--- src/rtl/control_pipe.sv ---
// control_pipe: RV32I control decoder with ID/EX control register, stall/flush and mul/div busy FSM.
// Define CONTROL_MULDIV_EN to decode M-extension ops and enable the multi-cycle busy FSM.
module control_pipe #(
  parameter int ALUCTRL_W     = 5,
  parameter int MULDIV_CYCLES = 4
) (
  input  logic                 clk,
  input  logic                 rst_n,
  input  logic [31:0]          InstrD,
  input  logic                 ValidD,
  input  logic                 StallD,
  input  logic                 FlushE,
  output logic [2:0]           ImmSrcD,
  output logic                 RegWriteE,
  output logic                 MemWriteE,
  output logic                 BranchE,
  output logic                 JumpE,
  output logic                 JalrE,
  output logic                 ALUSrcE,
  output logic                 ALUASrcE,
  output logic [1:0]           ResultSrcE,
  output logic [ALUCTRL_W-1:0] ALUControlE,
  output logic                 IllegalE,
  output logic                 ValidE,
  output logic                 StallOutD
);

  localparam logic [6:0] OP_LOAD   = 7'b0000011;
  localparam logic [6:0] OP_STORE  = 7'b0100011;
  localparam logic [6:0] OP_RTYPE  = 7'b0110011;
  localparam logic [6:0] OP_IALU   = 7'b0010011;
  localparam logic [6:0] OP_BRANCH = 7'b1100011;
  localparam logic [6:0] OP_JAL    = 7'b1101111;
  localparam logic [6:0] OP_JALR   = 7'b1100111;
  localparam logic [6:0] OP_LUI    = 7'b0110111;
  localparam logic [6:0] OP_AUIPC  = 7'b0010111;

  localparam logic [4:0] ALU_ADD   = 5'd0;
  localparam logic [4:0] ALU_SUB   = 5'd1;
  localparam logic [4:0] ALU_AND   = 5'd2;
  localparam logic [4:0] ALU_OR    = 5'd3;
  localparam logic [4:0] ALU_XOR   = 5'd4;
  localparam logic [4:0] ALU_SLT   = 5'd5;
  localparam logic [4:0] ALU_SLTU  = 5'd6;
  localparam logic [4:0] ALU_SLL   = 5'd7;
  localparam logic [4:0] ALU_SRL   = 5'd8;
  localparam logic [4:0] ALU_SRA   = 5'd9;
  localparam logic [4:0] ALU_PASSB = 5'd10;

  typedef struct packed {
    logic       reg_write;
    logic       mem_write;
    logic       branch;
    logic       jump;
    logic       jalr;
    logic       alu_src;
    logic       alu_a_src;
    logic [1:0] result_src;
    logic [4:0] alu_ctrl;
    logic       illegal;
    logic       valid;
  } ctrl_t;

  logic [6:0] opcode;
  logic [2:0] funct3;
  logic [6:0] funct7;
  logic       unused_fields;

  assign opcode        = InstrD[6:0];
  assign funct3        = InstrD[14:12];
  assign funct7        = InstrD[31:25];
  assign unused_fields = ^{InstrD[24:15], InstrD[11:7]};

  ctrl_t      dec;
  ctrl_t      dec_word;
  logic [2:0] imm_src;
  logic [4:0] alu_base;

  always_comb begin
    // NOTE: every signal driven here gets a default first, so no path can infer a latch.
    dec      = '0;
    imm_src  = 3'b000;
    alu_base = ALU_ADD;

    case (funct3)
      3'b000:  alu_base = (opcode == OP_RTYPE && funct7 == 7'b0100000) ? ALU_SUB : ALU_ADD;
      3'b001:  alu_base = ALU_SLL;
      3'b010:  alu_base = ALU_SLT;
      3'b011:  alu_base = ALU_SLTU;
      3'b100:  alu_base = ALU_XOR;
      3'b101:  alu_base = funct7[5] ? ALU_SRA : ALU_SRL;
      3'b110:  alu_base = ALU_OR;
      default: alu_base = ALU_AND;
    endcase

    case (opcode)
      OP_LOAD: begin
        dec.result_src = 2'b01;
        dec.reg_write  = 1'b1;
        dec.alu_src    = 1'b1;
      end
      OP_STORE: begin
        imm_src       = 3'b001;
        dec.mem_write = 1'b1;
        dec.alu_src   = 1'b1;
      end
      OP_RTYPE: begin
        if (funct7 == 7'b0000001) begin
`ifdef CONTROL_MULDIV_EN
          dec.reg_write = 1'b1;
          dec.alu_ctrl  = {2'b10, funct3};
`else
          dec.illegal   = 1'b1;
`endif
        end else begin
          dec.reg_write = 1'b1;
          dec.alu_ctrl  = alu_base;
        end
      end
      OP_IALU: begin
        dec.reg_write = 1'b1;
        dec.alu_src   = 1'b1;
        dec.alu_ctrl  = alu_base;
      end
      OP_BRANCH: begin
        imm_src      = 3'b010;
        dec.branch   = 1'b1;
        dec.alu_ctrl = ALU_SUB;
      end
      OP_JAL: begin
        imm_src        = 3'b011;
        dec.jump       = 1'b1;
        dec.result_src = 2'b10;
        dec.reg_write  = 1'b1;
      end
      OP_JALR: begin
        if (funct3 == 3'b000) begin
          dec.jump       = 1'b1;
          dec.jalr       = 1'b1;
          dec.alu_src    = 1'b1;
          dec.result_src = 2'b10;
          dec.reg_write  = 1'b1;
        end else begin
          dec.illegal = 1'b1;
        end
      end
      OP_LUI: begin
        imm_src       = 3'b100;
        dec.alu_ctrl  = ALU_PASSB;
        dec.alu_src   = 1'b1;
        dec.reg_write = 1'b1;
      end
      OP_AUIPC: begin
        imm_src       = 3'b100;
        dec.alu_a_src = 1'b1;
        dec.alu_src   = 1'b1;
        dec.reg_write = 1'b1;
      end
      default: dec.illegal = 1'b1;
    endcase
    dec.valid = 1'b1;
  end

  // An empty ID slot becomes a bubble, which also keeps IllegalE low for it.
  assign dec_word = ValidD ? dec : '0;
  assign ImmSrcD  = imm_src;

  logic  busy;
  ctrl_t ctrl_d, ctrl_q;

  always_comb begin
    ctrl_d = ctrl_q;
    if (FlushE)      ctrl_d = '0;
    else if (busy)   ctrl_d = ctrl_q;
    else if (StallD) ctrl_d = '0;
    else             ctrl_d = dec_word;
  end

  always_ff @(posedge clk or negedge rst_n) begin
    // NOTE: sequential state uses non-blocking assignments so every register samples pre-edge values.
    if (!rst_n) ctrl_q <= '0;
    else        ctrl_q <= ctrl_d;
  end

`ifdef CONTROL_MULDIV_EN
  localparam int CNT_W = (MULDIV_CYCLES > 1) ? $clog2(MULDIV_CYCLES) : 1;

  typedef enum logic {IDLE, BUSY} state_t;

  state_t           state_d, state_q;
  logic [CNT_W-1:0] cnt_d, cnt_q;
  logic             load_muldiv;

  assign load_muldiv = !FlushE && !StallD && dec_word.valid && dec_word.alu_ctrl[4];

  always_comb begin
    state_d = state_q;
    cnt_d   = cnt_q;
    case (state_q)
      IDLE: begin
        if (load_muldiv && MULDIV_CYCLES > 1) begin
          state_d = BUSY;
          cnt_d   = CNT_W'(MULDIV_CYCLES - 1);
        end
      end
      BUSY: begin
        cnt_d = cnt_q - CNT_W'(1);
        if (cnt_q == CNT_W'(1)) state_d = IDLE;
      end
      default: state_d = IDLE;
    endcase
    if (FlushE) begin
      state_d = IDLE;
      cnt_d   = '0;
    end
  end

  always_ff @(posedge clk or negedge rst_n) begin
    if (!rst_n) begin
      state_q <= IDLE;
      cnt_q   <= '0;
    end else begin
      state_q <= state_d;
      cnt_q   <= cnt_d;
    end
  end

  assign busy      = (state_q == BUSY);
  assign StallOutD = busy;
`else
  assign busy      = 1'b0;
  assign StallOutD = 1'b0;
`endif

  assign RegWriteE   = ctrl_q.reg_write;
  assign MemWriteE   = ctrl_q.mem_write;
  assign BranchE     = ctrl_q.branch;
  assign JumpE       = ctrl_q.jump;
  assign JalrE       = ctrl_q.jalr;
  assign ALUSrcE     = ctrl_q.alu_src;
  assign ALUASrcE    = ctrl_q.alu_a_src;
  assign ResultSrcE  = ctrl_q.result_src;
  assign ALUControlE = ALUCTRL_W'(ctrl_q.alu_ctrl);
  assign IllegalE    = ctrl_q.illegal;
  assign ValidE      = ctrl_q.valid;

endmodule

--- config.mk ---
export PLATFORM = sky130hd
export DESIGN_NAME = control_pipe
export DESIGN_NICKNAME = d
export VERILOG_FILES = /design/src/rtl/control_pipe.sv
export SDC_FILE = /design/constraint.sdc
export NUM_CORES = 1
export LEC_CHECK = 0
export BUFFER_PORTS_ARGS = -buffer_cell sky130_fd_sc_hd__buf_2
export CORE_AREA = 4 4 58 60
export CTS_CLUSTER_DIAMETER = 100
export DETAILED_ROUTE_END_ITERATION = 10
export DIE_AREA = 0 0 62 64
export GPL_TIMING_DRIVEN = 0
export PLACE_DENSITY = 0.73
export SETUP_SLACK_MARGIN = 0.15
export SKIP_CTS_REPAIR_TIMING = 1
export SLEW_MARGIN = 20
export SYNTH_ARGS = -nofsm -noshare
export SYNTH_HDL_FRONTEND = slang
export SYNTH_SLANG_ARGS = --single-unit
--- constraint.sdc ---
create_clock -name clk -period 1.3 [get_ports clk]
set_clock_uncertainty 0.15 [all_clocks]
set_input_delay 0 -clock clk [delete_from_list [all_inputs] [get_ports clk]]
set_output_delay 0 -clock clk [all_outputs]
set_load 0.05 [all_outputs]
==> qor.txt <==
IO buf count -> 37
via count -> 937
Placer Congestion -> 0.8585
cell chain of the critical path -> buf_6 -> buf_6 -> or3_4 -> a2111oi_4 -> buf_6
dpl cells -> 176
Die Width -> 62 um
total die area -> 3968 um^2
Max Transition Viols Final -> 0
largest net degree at the start of global routing -> 16
max frequency -> 802.7 MHz
CTS tree -> done
worst hold slack -> -0.1122 ns
Rows -> 20
CP peak stage delay -> 0.37 ns
Worst EP arrival -> 1.10 ns
crit path capture type -> primary output
Leakage -> 0.6404 nW
vias in the first global route -> 906
Post-Route WL -> 2319 um
PD cells -> 685.0 nW/um^2
final hold violation count -> 21
CTS root buf -> clkbuf_4
Sum Neg Setup Slack -> 0 ns
Bufs on Longest Clock Path -> 2
synth top area cells -> dfrtp_1 39%, nor2_1 4.3%, nand3_1 4.2%
crit path kind -> in2out
Most common cell on crit path -> buf_6
final net count -> 193
Hold Path Class -> in2reg
layout cells sized above 1 -> 41.29%
Synth cell types -> 40
worst path required time -> 1.15 ns
final setup violating endpoints -> 0
register clock-pin slew on the reported worst setup and hold paths -> 0.08 ns
synthesis-to-finish area growth -> 43.38%
first-pass GRT wire length -> 3905 um
drt via density -> 4.984
# DRC -> 0
Design Area, Final -> 1381 um^2
RSZ-0062 raised after global routing -> true
IO Count -> 57
post-synth top area share -> 38.96%
violated checks -> negative hold slack
Iter 0 DRT Violations -> 15
GRT Total Usage -> 12.50%
Antenna diodes -> 0
crit path time final -> 1.246 ns
Antenna Nets Post-Route -> 0
Post-Layout Cell Count -> 188
fin crit share -> 95.83%
crit-path max FO -> 9
Inserted Clock Buffers -> 3
sequential area share after synthesis -> 38.96%
area leader, netlist -> dfrtp_1
slowest CP cell -> or3_4
initial antenna violation count -> 0
Gate Count Post-Synth -> 105
Yosys warning total -> 0
maxcap violations -> 0
DP Area -> 1256 um^2
mean post-synth cell area -> 9.175 um^2
Die H -> 64 um
synthesized flop and latch total -> 15
Core Area -> 2928 um^2
CP Buf/Inv Count -> 3
DR pass1 iterations -> 4
Routed wire per std cell -> 12.34 um
status -> finished with violations
VDD IR max -> 0.6263 mV
Clock H-tree levels -> 1
CP startpoint kind -> input pin
Initial Utilization -> 32.91%
Sinks on Clock Net -> 15
Crit path max-delay family -> buffers and inverters
Mapped Area -> 963.4 um^2
grt total ovfl -> 0
hpwl dp -> 1900 um
[worst min-delay path, delay by kind of cell]
| family | cells | cell delay [ns] |
|---|---|---|
| buffers and inverters | 1 | 0.08 |
| AO/OA/AOI/OAI | 1 | 0.05 |
| AND/OR/NAND/NOR | 1 | 0.14 |
[cells by family (layout without fill, tap and decap cells)]
logic type | count (synthesis) | after routing | synth area share [%]
and+or+nand+nor | 57 | 57 | 36.62
xor gates and xnor gates | 1 | 1 | 0.9093
muxes | 1 | 1 | 1.169
AOI/OAI and AO/OA | 20 | 20 | 14.94
other | 1 | 2 | 0.3892
buffers and inverters | 10 | 59 | 7.012
DFF | 15 | 15 | 38.96
[worst paths after layout]
path / startpoint / to / slack, ns / depth (start not counted)
min: FlushE / IllegalE$_DFF_PN0_ / -0.11 / 3
max in group asynchronous: rst_n / MemWriteE$_DFF_PN0_ / 0.78 / 2
max: InstrD[6] / ImmSrcD[0] / 0.05 / 5
min in group asynchronous: rst_n / IllegalE$_DFF_PN0_ / -0.01 / 2
[stage by stage]
stage                     power [mW]  util, %  setup slack [ns]
after detailed placement      0.6917    42.91           -0.1445
final                         0.9462    47.18           0.05423
after global routing          0.9917    47.18         -0.008460
after floorplan               0.6216        -          -0.05269
after global placement        0.6871    42.91           -0.1263
after CTS                     0.9342    43.80          -0.06091
[placed cells by master, fill, tap and decap left out, drive strengths merged]
master | netlist | routed
xor2 | 1 | 1
dfrtp | 15 | 15
a21oi | 6 | 6
nand3b | 1 | 1
or3b | 1 | 1
o21ai | 4 | 4
nor3 | 7 | 7
nand3 | 8 | 8
a41oi | 1 | 1
nor2 | 11 | 11
and3 | 1 | 1
nand2b | 5 | 5
nor4 | 3 | 3
a21boi | 1 | 1
a2111oi | 1 | 1
clkbuf | 1 | 5
buf | 7 | 44
nand2 | 5 | 5
clkinv | 1 | 1
and2 | 3 | 3
conb | 1 | 2
inv | 1 | 1
nor2b | 4 | 4
mux2 | 1 | 1
dlygate4sd3 | 0 | 8
or3 | 1 | 1
a31oi | 2 | 2
nand4b | 2 | 2
o31a | 1 | 1
or2b | 1 | 1
o21bai | 3 | 3
nor4b | 3 | 3
nand4 | 1 | 1
o31ai | 1 | 1
[per-layer routing]
metal	vias up	GRT usage, %	routed length [um]
met5	-	0	0
met4	0	3.979	12
met3	2	1.010	175
met2	32	20.08	1138
met1	427	17.22	992
li1	476	-	-
[cell type report]
class                   instances  area (um^2)
fillers                       285         1546
multi-input cells              81        565.5
flip-flops and latches         15        375.4
repair buffers                 45        280.3
plain buffers                   8        80.08
well taps                      33        41.29
clock buffers                   4        26.28
inverters                       2        12.51
[state kept, by name, indices dropped and copies added, names as in the netlist]
register     cells
ALUASrcE         1
ALUControlE      4
ALUSrcE          1
BranchE          1
IllegalE         1
JalrE            1
JumpE            1
MemWriteE        1
RegWriteE        1
ResultSrcE       2
ValidE           1
[where the power goes]
part	switching, mW	leakage, nW	internal (mW)	total, mW
combinational	0.134	0.417	0.101	0.235
clock	0.123	0.0150	0.119	0.242
sequential	0.000549	0.209	0.469	0.469
total	0.258	0.640	0.689	0.946
[synthesized netlist by cell type, drive strengths merged]
cell / count
a2111oi: 1
a21boi: 1
a21oi: 6
a31oi: 2
a41oi: 1
and2: 3
and3: 1
buf: 7
clkbuf: 1
clkinv: 1
conb: 1
dfrtp: 15
inv: 1
mux2: 1
nand2: 5
nand2b: 5
nand3: 8
nand3b: 1
nand4: 1
nand4b: 2
nor2: 11
nor2b: 4
nor3: 7
nor4: 3
nor4b: 3
o21ai: 4
o21bai: 3
o31a: 1
o31ai: 1
or2b: 1
or3: 1
or3b: 1
xor2: 1
(Power assumes the default switching activity.)
